==> src/rtl/rob_pkg.sv <==
// Shared types and constants for the parametrised reorder buffer.
package rob_pkg;
    localparam int DATA_W_DEF = 64;
    localparam int REG_W_DEF  = 5;

    // Control part of an entry; dest/data widths follow the instance parameters and are stored alongside.
    typedef struct packed {
        logic valid;
        logic done;
        logic mispredict;
        logic is_branch;
        logic reg_write;
    } rob_entry_t;

    function automatic int clog2_depth(input int depth);
        return (depth <= 1) ? 1 : $clog2(depth);
    endfunction
endpackage

==> src/rtl/rob_wb_merge.sv <==
// Per-entry writeback selector: finds the lowest-index channel whose tag equals IDX.
// Purely combinational; no backpressure.
module rob_wb_merge #(
    parameter int WB_PORTS = 2,
    parameter int TAG_W    = 3,
    parameter int DATA_W   = 64,
    parameter int IDX      = 0
) (
    input  logic [WB_PORTS-1:0]        i_wb_vld,
    input  logic [WB_PORTS*TAG_W-1:0]  i_wb_tag,
    input  logic [WB_PORTS*DATA_W-1:0] i_wb_dat,
    input  logic [WB_PORTS-1:0]        i_wb_mis,
    output logic                       o_hit,
    output logic [DATA_W-1:0]          o_dat,
    output logic                       o_mis
);
    always_comb begin
        o_hit = 1'b0;
        o_dat = '0;
        o_mis = 1'b0;
        // Scan from the top so the lowest matching channel is the last writer.
        for (int i = WB_PORTS - 1; i >= 0; i--) begin
            if (i_wb_vld[i] && (i_wb_tag[i*TAG_W +: TAG_W] == TAG_W'(IDX))) begin
                o_hit = 1'b1;
                o_dat = i_wb_dat[i*DATA_W +: DATA_W];
                o_mis = i_wb_mis[i];
            end
        end
    end
endmodule

==> src/rtl/rob_param.sv <==
// Reorder buffer: in-order allocate/commit, multi-channel writeback, flush on mispredicted-branch commit.
// Optional perf counters under ROB_PERF_CNT_EN. Commit is combinational from head; writeback->commit >= 1 cycle.
module rob_param
    import rob_pkg::*;
#(
    parameter int DEPTH    = 8,
    parameter int WB_PORTS = 2,
    parameter int DATA_W   = DATA_W_DEF,
    parameter int REG_W    = REG_W_DEF,
    localparam int TAG_W   = clog2_depth(DEPTH)
) (
    input  logic                       clk,
    input  logic                       reset,
    input  logic                       alloc_valid,
    output logic                       alloc_ready,
    input  logic [REG_W-1:0]           alloc_dest,
    input  logic                       alloc_regWrite,
    input  logic                       alloc_isBranch,
    output logic [TAG_W-1:0]           alloc_tag,
    input  logic [WB_PORTS-1:0]        wb_valid,
    input  logic [WB_PORTS*TAG_W-1:0]  wb_tag,
    input  logic [WB_PORTS*DATA_W-1:0] wb_data,
    input  logic [WB_PORTS-1:0]        wb_mispredict,
    input  logic [TAG_W-1:0]           rd_tag,
    output logic                       rd_ready,
    output logic [DATA_W-1:0]          rd_data,
    output logic                       commit_valid,
    input  logic                       commit_ready,
    output logic [REG_W-1:0]           commit_dest,
    output logic                       commit_regWrite,
    output logic [DATA_W-1:0]          commit_data,
    output logic                       flush_o,
    output logic [TAG_W:0]             count
`ifdef ROB_PERF_CNT_EN
    ,
    output logic [31:0]                perf_commits,
    output logic [31:0]                perf_flushes
`endif
);
    localparam int CNT_W = TAG_W + 1;

    rob_entry_t        r_ent  [DEPTH];
    logic [REG_W-1:0]  r_dest [DEPTH];
    logic [DATA_W-1:0] r_data [DEPTH];
    logic [TAG_W-1:0]  r_head;
    logic [TAG_W-1:0]  r_tail;
    logic [CNT_W-1:0]  r_count;
    logic              r_flush;

    logic [DEPTH-1:0]  w_hit;
    logic [DEPTH-1:0]  w_mis;
    logic [DEPTH-1:0]  w_wb_we;
    logic [DATA_W-1:0] w_wdat [DEPTH];
    logic              w_alloc_fire;
    logic              w_commit_fire;
    logic              w_flush_fire;

    for (genvar g = 0; g < DEPTH; g++) begin : g_merge
        rob_wb_merge #(
            .WB_PORTS(WB_PORTS),
            .TAG_W   (TAG_W),
            .DATA_W  (DATA_W),
            .IDX     (g)
        ) u_merge (
            .i_wb_vld(wb_valid),
            .i_wb_tag(wb_tag),
            .i_wb_dat(wb_data),
            .i_wb_mis(wb_mispredict),
            .o_hit   (w_hit[g]),
            .o_dat   (w_wdat[g]),
            .o_mis   (w_mis[g])
        );
        // Writebacks only land on entries already allocated; flush-cycle results are dropped.
        assign w_wb_we[g] = w_hit[g] && r_ent[g].valid && !r_flush;
    end

    assign alloc_ready     = (r_count != CNT_W'(DEPTH)) && !r_flush;
    assign alloc_tag       = r_tail;
    assign commit_valid    = r_ent[r_head].valid && r_ent[r_head].done;
    assign commit_dest     = commit_valid ? r_dest[r_head] : '0;
    assign commit_regWrite = commit_valid && r_ent[r_head].reg_write;
    assign commit_data     = commit_valid ? r_data[r_head] : '0;
    assign rd_ready        = r_ent[rd_tag].valid && r_ent[rd_tag].done;
    assign rd_data         = rd_ready ? r_data[rd_tag] : '0;
    assign flush_o         = r_flush;
    assign count           = r_count;

    assign w_alloc_fire  = alloc_valid && alloc_ready;
    assign w_commit_fire = commit_valid && commit_ready;
    assign w_flush_fire  = w_commit_fire && r_ent[r_head].mispredict;

    always_ff @(posedge clk) begin
        if (!reset) begin
            r_head  <= '0;
            r_tail  <= '0;
            r_count <= '0;
            r_flush <= 1'b0;
            for (int e = 0; e < DEPTH; e++) r_ent[e] <= '0;
        end else if (w_flush_fire) begin
            // The branch itself retires; everything younger is wrong-path.
            r_head  <= '0;
            r_tail  <= '0;
            r_count <= '0;
            r_flush <= 1'b1;
            for (int e = 0; e < DEPTH; e++) begin
                r_ent[e].valid <= 1'b0;
                r_ent[e].done  <= 1'b0;
            end
        end else begin
            r_flush <= 1'b0;
            for (int e = 0; e < DEPTH; e++) begin
                if (w_wb_we[e]) begin
                    r_ent[e].done       <= 1'b1;
                    r_ent[e].mispredict <= w_mis[e];
                end
            end
            if (w_commit_fire) begin
                r_ent[r_head].valid <= 1'b0;
                r_head              <= r_head + TAG_W'(1);
            end
            if (w_alloc_fire) begin
                r_ent[r_tail] <= '{valid: 1'b1, done: 1'b0, mispredict: 1'b0,
                                   is_branch: alloc_isBranch, reg_write: alloc_regWrite};
                r_tail        <= r_tail + TAG_W'(1);
            end
            case ({w_alloc_fire, w_commit_fire})
                2'b10:   r_count <= r_count + CNT_W'(1);
                2'b01:   r_count <= r_count - CNT_W'(1);
                default: r_count <= r_count;
            endcase
        end
    end

    // Payload is qualified by valid/done, so it needs no reset.
    always_ff @(posedge clk) begin
        for (int e = 0; e < DEPTH; e++) begin
            if (w_wb_we[e]) r_data[e] <= w_wdat[e];
        end
        if (w_alloc_fire) r_dest[r_tail] <= alloc_dest;
    end

`ifdef ROB_PERF_CNT_EN
    logic [31:0] r_perf_commits;
    logic [31:0] r_perf_flushes;

    always_ff @(posedge clk) begin
        if (!reset) begin
            r_perf_commits <= '0;
            r_perf_flushes <= '0;
        end else begin
            if (w_commit_fire && (r_perf_commits != 32'hFFFF_FFFF))
                r_perf_commits <= r_perf_commits + 32'd1;
            if (w_flush_fire && (r_perf_flushes != 32'hFFFF_FFFF))
                r_perf_flushes <= r_perf_flushes + 32'd1;
        end
    end

    assign perf_commits = r_perf_commits;
    assign perf_flushes = r_perf_flushes;
`endif
endmodule
==> config.mk <==
export PLATFORM = sky130hd
export DESIGN_NAME = rob_param
export DESIGN_NICKNAME = d
export VERILOG_FILES = /design/src/rtl/rob_pkg.sv /design/src/rtl/rob_wb_merge.sv /design/src/rtl/rob_param.sv
export SDC_FILE = /design/constraint.sdc
export NUM_CORES = 2
export LEC_CHECK = 0
export ABC_AREA = 1
export CAP_MARGIN = 15
export CORE_MARGIN = 3
export CORE_UTILIZATION = 63
export CTS_CLUSTER_SIZE = 14
export DETAILED_ROUTE_END_ITERATION = 10
export GPL_TIMING_DRIVEN = 1
export PLACE_DENSITY = 0.92
export SETUP_SLACK_MARGIN = 0.05
export SLEW_MARGIN = 30
export SYNTH_ARGS = -nofsm -noshare
export SYNTH_HDL_FRONTEND = slang
export SYNTH_SLANG_ARGS = --single-unit
==> constraint.sdc <==
create_clock -name clk -period 10.5 [get_ports clk]
set_clock_uncertainty 0.1 [all_clocks]
set_input_delay 2.1 -clock clk [delete_from_list [all_inputs] [get_ports clk]]
set_output_delay 2.1 -clock clk [all_outputs]
set_load 0.01 [all_outputs]
==> run summary <==
outcome = completed
Final ANT Viol Nets = 0
r2r worst-path depth = 12
pin count of the biggest net entering global routing = 189
vias per cell = 7.07
Core Util, Final = 73.0%
HP Class = reg -> reg
Reg2Reg Setup Slack = 5.40 ns
worst-path fanout max = 161
Root Driver = clkbuf_16
maximum VDD drop = 0.000120 V
filler instances = 3,478
Post-CTS Hold Fix Bufs = 0
Num Clock Sinks = 598
Die Wd = 237 um
hold path endpoint = r_ent[5][2]
final setup TNS = 0 ns
fin nets = 4,264
highest metal used = met5
drt drc = 0
Post-Synthesis Cells = 4,042
Req. time, crit path = 8.30 ns
maxcap violations = 0
mux share of post-synthesis cell area = 0%
Core Rows = 84
net count after synthesis = 4,198
placed cell count = 4,731
Final Setup Violations = 0
worst skew pair latency = 0.63 ns
initial drt markers = 7,186
Synth Area in Compound Gates = 26.4%
critical path type = in -> out
Final Hold Fails = 0
I/O Pins = 297
fin crit share = 76.6%
Arr. time, crit path = 5.84 ns
DP Wirelength = 61,700 um
GRT Total Usage = 41.8%
Overflow after GRT = 0
critical path capture point type = output port
vias in the first global route = 33,512
hold depth = 2
Area Growth Syn to Fin = 14.3%
Final min period = 8.04 ns
Worst slew margin = 19.8%
TritonRoute pass-1 iters = 7
Synth Cell Area = 33,700 um2
Longest Clk Path Bufs = 3
first-pass GRT wire length = 182,000 um
Leak = 14.9 nW
WL/cell = 25.5 um
FF+latch count, synth = 598
Ant. Diodes = 0
clock slew at reported path FFs = 0.06 ns
Avg Synthesized Cell Area = 8.33 um2
Post-CTS Setup Bufs = 0
sequential share of the synthesized area = 52.2%
via count = 34,216
final slew viol count = 0
RSZ-0062 raised after global routing = no
initial antenna violation count = 3
Post-Synth Adder-Cell Area = 0.149%
Core ar. = 52,800 um2
critical-path cell list = buf_6 > clkinv_8 > a21oi_1 > a221o_1 > nand2_4 > nor2_1 > clkdlybuf4s50_1
wire length on met2 = 52,300 um
Worst path slowest cell = clkinv_8
share of layout cells above drive strength 1 = 4.31%
post-CTS sizing = 0
HP Start = r_ent[5][2]
RR Endpoint = r_ent[5][4]
post-synthesis simple-gate area fraction = 11.9%
CTS buffer count = 58
Power Total = 5.27 mW
htree depth = 2
pwr dens = 137 nW/um2
Max Freq = 0.124 GHz
detailed-routing wirelength on met1 = 36,900 um
post-synthesis cell type count = 36
Worst path max stage delay = 0.76 ns
initial core utilization = 63.8%
XOR/XNOR Fraction of Synth Area = 0.0780%
DRT Wirelength = 124,000 um
Ys Warns = 0
largest family of logic cells by synthesized area = compound AO/OA/AOI/OAI gates
routed wl met3 = 23,500 um
worst slew pin tran = 1.20 ns
most frequent cells in the layout = 560 x edfxtp_1, 550 x a21oi_1, 514 x o22ai_1, 509 x nand2_1, 478 x o21ai_0
Die ar. = 56,300 um2
PortBufs = 295
crit path launch type = input port
CTS tree = done
gpl congestion = 0.913
die height = 237 um
Post-Layout Cell Count = 4,840
commonest non-fill, non-tap cell in the layout = edfxtp_1
cell usage after synthesis:
master	n	area, um2
a211oi_1	6	45.0
a21boi_1	1	7.51
a21oi_1	551	2760
a221o_1	2	20.0
a22oi_1	6	45.0
a31oi_1	1	6.26
a32o_1	6	60.1
and3_1	1	6.26
buf_1	40	150
buf_2	77	385
buf_4	29	218
buf_6	3	33.8
clkbuf_1	186	698
clkinv_1	1	3.75
dfxtp_1	38	761
edfxtp_1	560	16800
ha_1	4	50.1
inv_1	438	1640
inv_2	5	18.8
nand2_1	519	1950
nand2_2	1	6.26
nand2_4	2	22.5
nand3_1	28	140
nand3_2	3	30.0
nand4_1	2	12.5
nor2_1	458	1720
nor2_2	2	12.5
nor2_8	2	40.0
nor3_1	11	55.1
nor3b_1	1	7.51
o211a_1	2	20.0
o211ai_1	3	22.5
o21ai_0	478	2390
o21ai_1	58	290
o22ai_1	514	3220
xor2_1	3	26.3
power breakdown:
group	switching, mW	leakage (nW)	internal, mW	total, mW
combinational	0.382	8.60	0.198	0.581
clock	0.924	0.902	1.15	2.07
sequential	0.00865	5.42	2.61	2.62
per-stage QoR:
stage	instance area (um2)	setup WS, ns	hold WS, ns
finish	38500	2.46	0.375
global route	38500	2.41	0.392
CTS	38300	2.75	0.370
detailed placement	36500	2.77	0.362
global placement	36400	2.82	0.358
floorplan	33700	2.89	0.339
final cells by class:
class                           count  area [um2]  share of cell area [%]
Sequential cell                   598       17600                    45.7
Multi-Input combinational cell   2665       13100                    34.0
Timing Repair Buffer              341        3440                    8.93
Inverter                          444        1700                    4.42
Clock buffer                       74        1610                    4.17
Tap cell                          688         861                    2.24
Clock inverter                     30         235                   0.611
state kept, by name, indices dropped and copies added, names as in the netlist, named ones only:
register	flops
alloc_tag	3
count	4
r_ent	32
flush_o	1
r_data	512
r_head	3
r_dest	40
cell families (layout without fill, tap and decap cells):
| family | after synthesis | after routing |
|---|---|---|
| compound gates | 1628 | 1628 |
| simple gates | 1030 | 1030 |
| buf+inv | 779 | 889 |
| flops | 598 | 598 |
| fa+ha+maj | 4 | 4 |
| xor+xnor | 3 | 3 |
how the worst max path moves through the flow:
stage	cells past startpoint	endpoint	startpoint
global placement	10	rd_data[0]	rd_tag[0]
global route	7	rd_data[49]	rd_tag[0]
finish	7	rd_data[0]	rd_tag[0]
floorplan	9	r_ent[7][2]	wb_tag[2]
CTS	10	rd_data[0]	rd_tag[0]
detailed placement	10	rd_data[0]	rd_tag[0]
critical path: cells and delay by family:
kind,cells,cell delay (ns)
buffers and inverters,3,1.99
AND/OR/NAND/NOR,2,1.04
AO/OA/AOI/OAI,2,0.57
layer usage:
metal,GRT usage [%],vias up
met5,0,-
met4,31.3,6
met3,13.4,1032
met2,62.8,3866
met1,50.8,14898
li1,-,14414
Note: power is estimated with default switching activity, not from simulation.
